<file path="config.mk">
export PLATFORM = sky130hd
export DESIGN_NAME = verificador_disjuncao_flat
export DESIGN_NICKNAME = d
export VERILOG_FILES = /design/src/rtl/verificador_disjuncao_if.sv /design/src/rtl/verificador_disjuncao.sv /design/src/flat_wrapper.sv
export SDC_FILE = /design/constraint.sdc
export NUM_CORES = 1
export LEC_CHECK = 0
export CAP_MARGIN = 20
export CORE_MARGIN = 8
export CORE_UTILIZATION = 54
export DETAILED_ROUTE_END_ITERATION = 6
export GPL_ROUTABILITY_DRIVEN = 1
export GPL_TIMING_DRIVEN = 0
export PLACE_DENSITY = 0.81
export REMOVE_ABC_BUFFERS = 1
export SYNTH_ARGS = -nofsm -noshare
export SYNTH_HDL_FRONTEND = slang
export SYNTH_SLANG_ARGS = --single-unit
</file>
<file path="constraint.sdc">
create_clock -name clk -period 3.14 [get_ports clk]
set_input_delay 0.785 -clock clk [delete_from_list [all_inputs] [get_ports clk]]
set_output_delay 0.785 -clock clk [all_outputs]
set_load 0.02 [all_outputs]
</file>
<file path="src/rtl/verificador_disjuncao_if.sv">
// Handshake and result bundle between the disjunction sequencer and its
// driver. The sequencer uses slave; whatever closes the loop uses master.
interface verificador_disjuncao_if #(
  parameter int ERR_W = 3
);
  logic             start;
  logic             s_in;
  logic             a_out;
  logic             b_out;
  logic             busy;
  logic             done;
  logic             pass;
  logic             mismatch;
  logic [ERR_W-1:0] err_count;
  logic [1:0]       vec_idx;

  modport master (
    output start, s_in,
    input  a_out, b_out, busy, done, pass, mismatch, err_count, vec_idx
  );

  modport slave (
    input  start, s_in,
    output a_out, b_out, busy, done, pass, mismatch, err_count, vec_idx
  );
endinterface

</file>
<file path="src/rtl/verificador_disjuncao.sv">
// Clocked stimulus-and-check sequencer for the (a | ~b) disjunction block:
// sweeps the four input vectors, samples s_in after a settle time and counts mismatches.
module verificador_disjuncao #(
  parameter int SETTLE_CYCLES = 1,
  parameter int ERR_W         = 3
) (
  input logic                clk,
  input logic                rst_n,
  verificador_disjuncao_if.slave bus
);

  typedef enum logic [1:0] {
    IDLE   = 2'd0,
    SETTLE = 2'd1,
    SAMPLE = 2'd2,
    DONE   = 2'd3
  } state_t;

  localparam logic [3:0]       SETTLE_LOAD = 4'(SETTLE_CYCLES - 1);
  localparam logic [ERR_W-1:0] ERR_MAX     = {ERR_W{1'b1}};
  localparam logic [ERR_W-1:0] ERR_ONE     = ERR_W'(1);

  // Index-to-vector mapping gives the order (0,0), (1,1), (0,1), (1,0).
  function automatic logic vec_a(input logic [1:0] idx);
    return idx[0];
  endfunction

  function automatic logic vec_b(input logic [1:0] idx);
    return idx[0] ^ idx[1];
  endfunction

  function automatic logic expected_s(input logic a, input logic b);
    return a | ~b;
  endfunction

  state_t           state_r, state_s;
  logic [3:0]       cnt_r, cnt_s;
  logic [1:0]       vec_r, vec_s;
  logic             a_r, a_s;
  logic             b_r, b_s;
  logic             busy_r, busy_s;
  logic             done_r, done_s;
  logic             pass_r, pass_s;
  logic             mism_r, mism_s;
  logic [ERR_W-1:0] err_r, err_s;

  // State and output registers, synchronous active-low reset.
  always_ff @(posedge clk) begin
    if (!rst_n) begin
      state_r <= IDLE;
      cnt_r   <= 4'd0;
      vec_r   <= 2'd0;
      a_r     <= 1'b0;
      b_r     <= 1'b0;
      busy_r  <= 1'b0;
      done_r  <= 1'b0;
      pass_r  <= 1'b0;
      mism_r  <= 1'b0;
      err_r   <= '0;
    end else begin
      state_r <= state_s;
      cnt_r   <= cnt_s;
      vec_r   <= vec_s;
      a_r     <= a_s;
      b_r     <= b_s;
      busy_r  <= busy_s;
      done_r  <= done_s;
      pass_r  <= pass_s;
      mism_r  <= mism_s;
      err_r   <= err_s;
    end
  end

  // Next-state and next-output logic; pulses default low, everything else holds.
  always_comb begin
    state_s = state_r;
    cnt_s   = cnt_r;
    vec_s   = vec_r;
    a_s     = a_r;
    b_s     = b_r;
    busy_s  = busy_r;
    done_s  = 1'b0;
    pass_s  = pass_r;
    mism_s  = 1'b0;
    err_s   = err_r;

    case (state_r)
      IDLE: begin
        if (bus.start) begin
          vec_s   = 2'd0;
          a_s     = vec_a(2'd0);
          b_s     = vec_b(2'd0);
          err_s   = '0;
          pass_s  = 1'b0;
          cnt_s   = SETTLE_LOAD;
          busy_s  = 1'b1;
          state_s = SETTLE;
        end else begin
          state_s = IDLE;
        end
      end

      SETTLE: begin
        if (cnt_r == 4'd0) begin
          state_s = SAMPLE;
        end else begin
          cnt_s = cnt_r - 4'd1;
        end
      end

      SAMPLE: begin
        if (bus.s_in != expected_s(a_r, b_r)) begin
          mism_s = 1'b1;
          if (err_r != ERR_MAX) begin
            err_s = err_r + ERR_ONE;
          end else begin
            err_s = err_r;
          end
        end else begin
          mism_s = 1'b0;
        end

        if (vec_r == 2'd3) begin
          done_s  = 1'b1;
          busy_s  = 1'b0;
          state_s = DONE;
        end else begin
          vec_s   = vec_r + 2'd1;
          a_s     = vec_a(vec_r + 2'd1);
          b_s     = vec_b(vec_r + 2'd1);
          cnt_s   = SETTLE_LOAD;
          state_s = SETTLE;
        end
      end

      DONE: begin
        // err_r already includes any mismatch from the last SAMPLE edge.
        pass_s  = (err_r == '0);
        busy_s  = 1'b0;
        state_s = IDLE;
      end

      default: begin
        state_s = IDLE;
        busy_s  = 1'b0;
      end
    endcase
  end

  assign bus.a_out     = a_r;
  assign bus.b_out     = b_r;
  assign bus.busy      = busy_r;
  assign bus.done      = done_r;
  assign bus.pass      = pass_r;
  assign bus.mismatch  = mism_r;
  assign bus.err_count = err_r;
  assign bus.vec_idx   = vec_r;

endmodule

</file>
<file path="src/flat_wrapper.sv">
// flat-port wrapper written by rule: the top's interface ports become plain ports
module verificador_disjuncao_flat 
#(
  parameter int SETTLE_CYCLES = 1,
  parameter int ERR_W         = 3
)
  (clk, rst_n, bus_start, bus_s_in, bus_a_out, bus_b_out, bus_busy, bus_done, bus_pass, bus_mismatch, bus_err_count, bus_vec_idx);
  verificador_disjuncao_if #(.ERR_W(ERR_W)) bus_i ();
  input logic clk;
  input logic rst_n;
  input wire logic [$bits(bus_i.start)-1:0] bus_start;
  input wire logic [$bits(bus_i.s_in)-1:0] bus_s_in;
  output wire logic [$bits(bus_i.a_out)-1:0] bus_a_out;
  output wire logic [$bits(bus_i.b_out)-1:0] bus_b_out;
  output wire logic [$bits(bus_i.busy)-1:0] bus_busy;
  output wire logic [$bits(bus_i.done)-1:0] bus_done;
  output wire logic [$bits(bus_i.pass)-1:0] bus_pass;
  output wire logic [$bits(bus_i.mismatch)-1:0] bus_mismatch;
  output wire logic [$bits(bus_i.err_count)-1:0] bus_err_count;
  output wire logic [$bits(bus_i.vec_idx)-1:0] bus_vec_idx;
  assign bus_i.start = bus_start;
  assign bus_i.s_in = bus_s_in;
  assign bus_a_out = bus_i.a_out;
  assign bus_b_out = bus_i.b_out;
  assign bus_busy = bus_i.busy;
  assign bus_done = bus_i.done;
  assign bus_pass = bus_i.pass;
  assign bus_mismatch = bus_i.mismatch;
  assign bus_err_count = bus_i.err_count;
  assign bus_vec_idx = bus_i.vec_idx;
  verificador_disjuncao #(.SETTLE_CYCLES(SETTLE_CYCLES), .ERR_W(ERR_W)) u_core (.clk(clk), .rst_n(rst_n), .bus(bus_i));
endmodule
</file>
==> reports/qor.yml <==
run_status:
  status: "completed"
layout:
  area_growth_pct: 15.0
  drive_above_1_share_pct: 8.65
  nets: 116
  fillers: 133
  antenna_cells: 0
detailed_routing:
  vias_per_cell: 5.42
  ant_nets: 0
  vias: 650
  wl_per_cell_um: 12.8
  finalWirelength_mm: 1.54
  firstDrtPassIters: 4
  drt_iter0_markers: 10
  drc_errors: 0
yosys:
  yosysUniqueCellTypes: 35
  synth-seq-cells: 16
  syn-instance-count: 94
  synth_area_um2: 860
  synthTopCellsByArea: "dfxtp_1 37%, ha_1 8.7%, buf_6 3.9%, nor2b_1 3.6%, mux2i_1 3.5%"
  syn_avg_cell_area_um2: 9.14
  synth_top_area_share_pct: 37.3
  yosys_warnings: 0
  synth.largest_area_cell: "dfxtp_1"
  seq_area_frac_synth_pct: 37.3
worst_setup_path:
  cp-start-kind: "register"
  crit_start: "u_core.bus.vec_idx[0]"
  r2r_cells: 3
  cp_top_family: "buffers and inverters"
  worstPathArrival_ns: 1.41
  cp_cell_sequence: "clkdlybuf4s50_1"
  cp_slowest_cell: "clkdlybuf4s50_1"
  r2r_end: "u_core.bus.err_count[0]"
  required_ns: 2.35
  crit_path_end_kind: "primary output"
  r2r_slack_ns: 1.61
  max_stage_delay_ns: 0.66
  crit_fanout: 8
  rr_startpoint: "u_core.state_r[1]"
  critPathBufInv: 1
  path_class: "register to primary output"
floorplanning:
  die_area_um2: 3120
  fp.dieW_um: 55.9
  coreArea_um2: 1510
  rows: 14
  die_h_um: 55.9
  io-pin-count: 15
  start_util_pct: 57.1
global_route:
  grt_pass1_vias: 636
  overflow: 0
  grtUsageTotal_pct: 10.7
  grt_max_degree: 20
  grt_pass1_wl_mm: 2.86
  antenna_found_initial: 0
clocking:
  cts_buffers: 3
  clkTransAtPathRegs_ns: 0.09
  post_cts_resized: 0
  clkLatencyLatePin_ns: 0.28
  cts_setup_buffers: 0
  hold_buffers: 0
  cts_buffer_depth: 2
  h-tree-depth: 1
  cts_root_buffer: "clkbuf_4"
  cts_tree: "yes"
  cts.sinks: 16
sta:
  setup_viol: 0
  drv_slew: 0
  maxSlewHeadroom_pct: 62.6
  setup_tns_ns: 0
  worst_pin_slew_ns: 0.559
  final_hold_viol_count: 0
  fmaxAchievable_mhz: 456
  period_needed_ns: 2.19
  post-route-period-util_pct: 69.8
  rsz0062_at_grt: "false"
  fin_worst_skew_ns: 0.00275
power:
  cellLeakagePower_nw: 0.389
  power.density_nw_per_um2: 370
  p_total_uw: 365
  vdd_drop_max_mv: 0.250
worst_hold_path:
  hp-class: "register to register"
  min_path_cells: 2
  hold_start: "u_core.bus.pass"
  hold_end: "u_core.bus.pass"
placement:
  hpwl_mm: 1.14
  gp_congestion: 0.709
  port-buffer-count: 14
job:
  cap_viol_max_count: 0
==> worst max-delay path by stage <==
stage          slack [ns]                 endpoint  cells past startpoint
2_1_floorplan        1.55  u_core.bus.err_count[0]                      3
3_3_place_gp         1.00  u_core.bus.err_count[1]                      4
3_5_place_dp         0.98  u_core.bus.err_count[0]                      4
4_1_cts              0.93                bus_a_out                      1
5_1_grt              0.89           bus_vec_idx[0]                      1
6_report             0.95                bus_a_out                      1
==> final cells by class <==
type                       instances  area (um^2)  share of cell area (%)
clock buffer                       3         22.5                    2.28
inverter                           5         18.8                    1.90
multi-input combinational         66          467                    47.2
sequential                        16          320                    32.4
tap                               16         20.0                    2.03
timing repair buffer              14          140                    14.2
==> metrics by stage <==
step                worst slack, ns  utilization (%)  area [um^2]  hold slack (ns)  cells
global route                  0.886             65.6          988            0.517    120
floorplan                      1.55                -          806            0.470     87
global placement               1.00             64.1          966            0.454    117
detailed placement            0.978             64.1          966            0.471    117
CTS                           0.931             65.6          988            0.484    120
finish                        0.949             65.6          988            0.478    120
==> logic make-up (layout without fill, tap and decap cells) <==
family	after synthesis	in the layout	share of synthesized area [%]
buffers and inverters	12	22	8.44
multiplexers	3	3	3.49
AO/OA/AOI/OAI	17	17	14.0
adder cells (fa/ha/maj)	6	6	8.73
XOR/XNOR	2	2	2.04
flip-flops	16	16	37.3
AND/OR/NAND/NOR	38	38	26.1
==> where the power goes <==
group | internal [mW] | total (mW) | switching, mW
logic | 0.0232 | 0.0464 | 0.0231
clock network | 0.0445 | 0.105 | 0.0603
registers | 0.207 | 0.214 | 0.00688
==> routing by layer <==
| layer | global-route usage, % | part of all wire, % | up-vias |
|---|---|---|---|
| li1 | - | - | 341 |
| met1 | 13.7 | 50 | 299 |
| met2 | 16.0 | 46 | 10 |
| met3 | 3.42 | 4.0 | 0 |
| met4 | 4.12 | 0 | 0 |
| met5 | 0 | 0 | - |
==> state kept, by name, summed over array words and instances (netlist names) <==
| signal | cells |
|---|---|
| u_core.bus.vec_idx | 2 |
| u_core.state_r | 2 |
| u_core.bus.done | 1 |
| u_core.bus.mismatch | 1 |
| u_core.cnt_r | 4 |
| u_core.bus.pass | 1 |
| u_core.bus.b_out | 1 |
| u_core.bus.busy | 1 |
| u_core.bus.err_count | 3 |
==> worst register-to-register path, stage by stage (launching register included) <==
cell	delay (ns)
dfxtp_1	0.51
nor2b_4	0.31
or3b_1	0.46
mux2i_1	0.15
==> cells in the mapped netlist (all sizes together) <==
| cell type | number |
|---|---|
| a21boi | 3 |
| xnor2 | 1 |
| a31o | 2 |
| o21a | 1 |
| or3b | 1 |
| a22o | 1 |
| and3 | 1 |
| nand3 | 4 |
| a21oi | 3 |
| clkbuf | 2 |
| dfxtp | 16 |
| nor3b | 2 |
| inv | 5 |
| nor4b | 1 |
| nand4b | 2 |
| o21ai | 2 |
| nand2b | 3 |
| nor2 | 5 |
| buf | 5 |
| xor2 | 1 |
| nand3b | 1 |
| ha | 6 |
| and2 | 1 |
| nor2b | 6 |
| nor3 | 1 |
| nand4 | 1 |
| a22oi | 3 |
| a21o | 1 |
| and2b | 1 |
| o21bai | 1 |
| mux2i | 3 |
| nand2 | 8 |
==> layout by cell type, fill, tap and decap left out <==
cell type	synthesis	final
a21boi_0	3	3
a21o_2	1	1
a21oi_1	3	3
a22o_1	1	1
a22oi_1	3	3
a31o_2	2	2
and2_1	1	1
and2b_2	1	1
and3_2	1	1
clkbuf_4	0	3
clkdlybuf4s50_1	0	14
dfxtp_1	16	16
ha_1	6	6
inv_1	5	5
mux2i_1	3	3
nand2_1	8	8
nand2b_1	3	3
nand3_1	4	4
nand3b_1	1	1
nand4_1	1	1
nand4b_1	2	2
nor2_1	5	5
nor2b_1	5	5
nor2b_4	1	1
nor3_1	1	1
nor3b_1	2	2
nor4b_1	1	1
o21a_1	1	1
o21ai_0	2	2
o21bai_1	1	1
or3b_1	1	1
xnor2_1	1	1
xor2_1	1	1
Power figures use the tool's default switching activity.
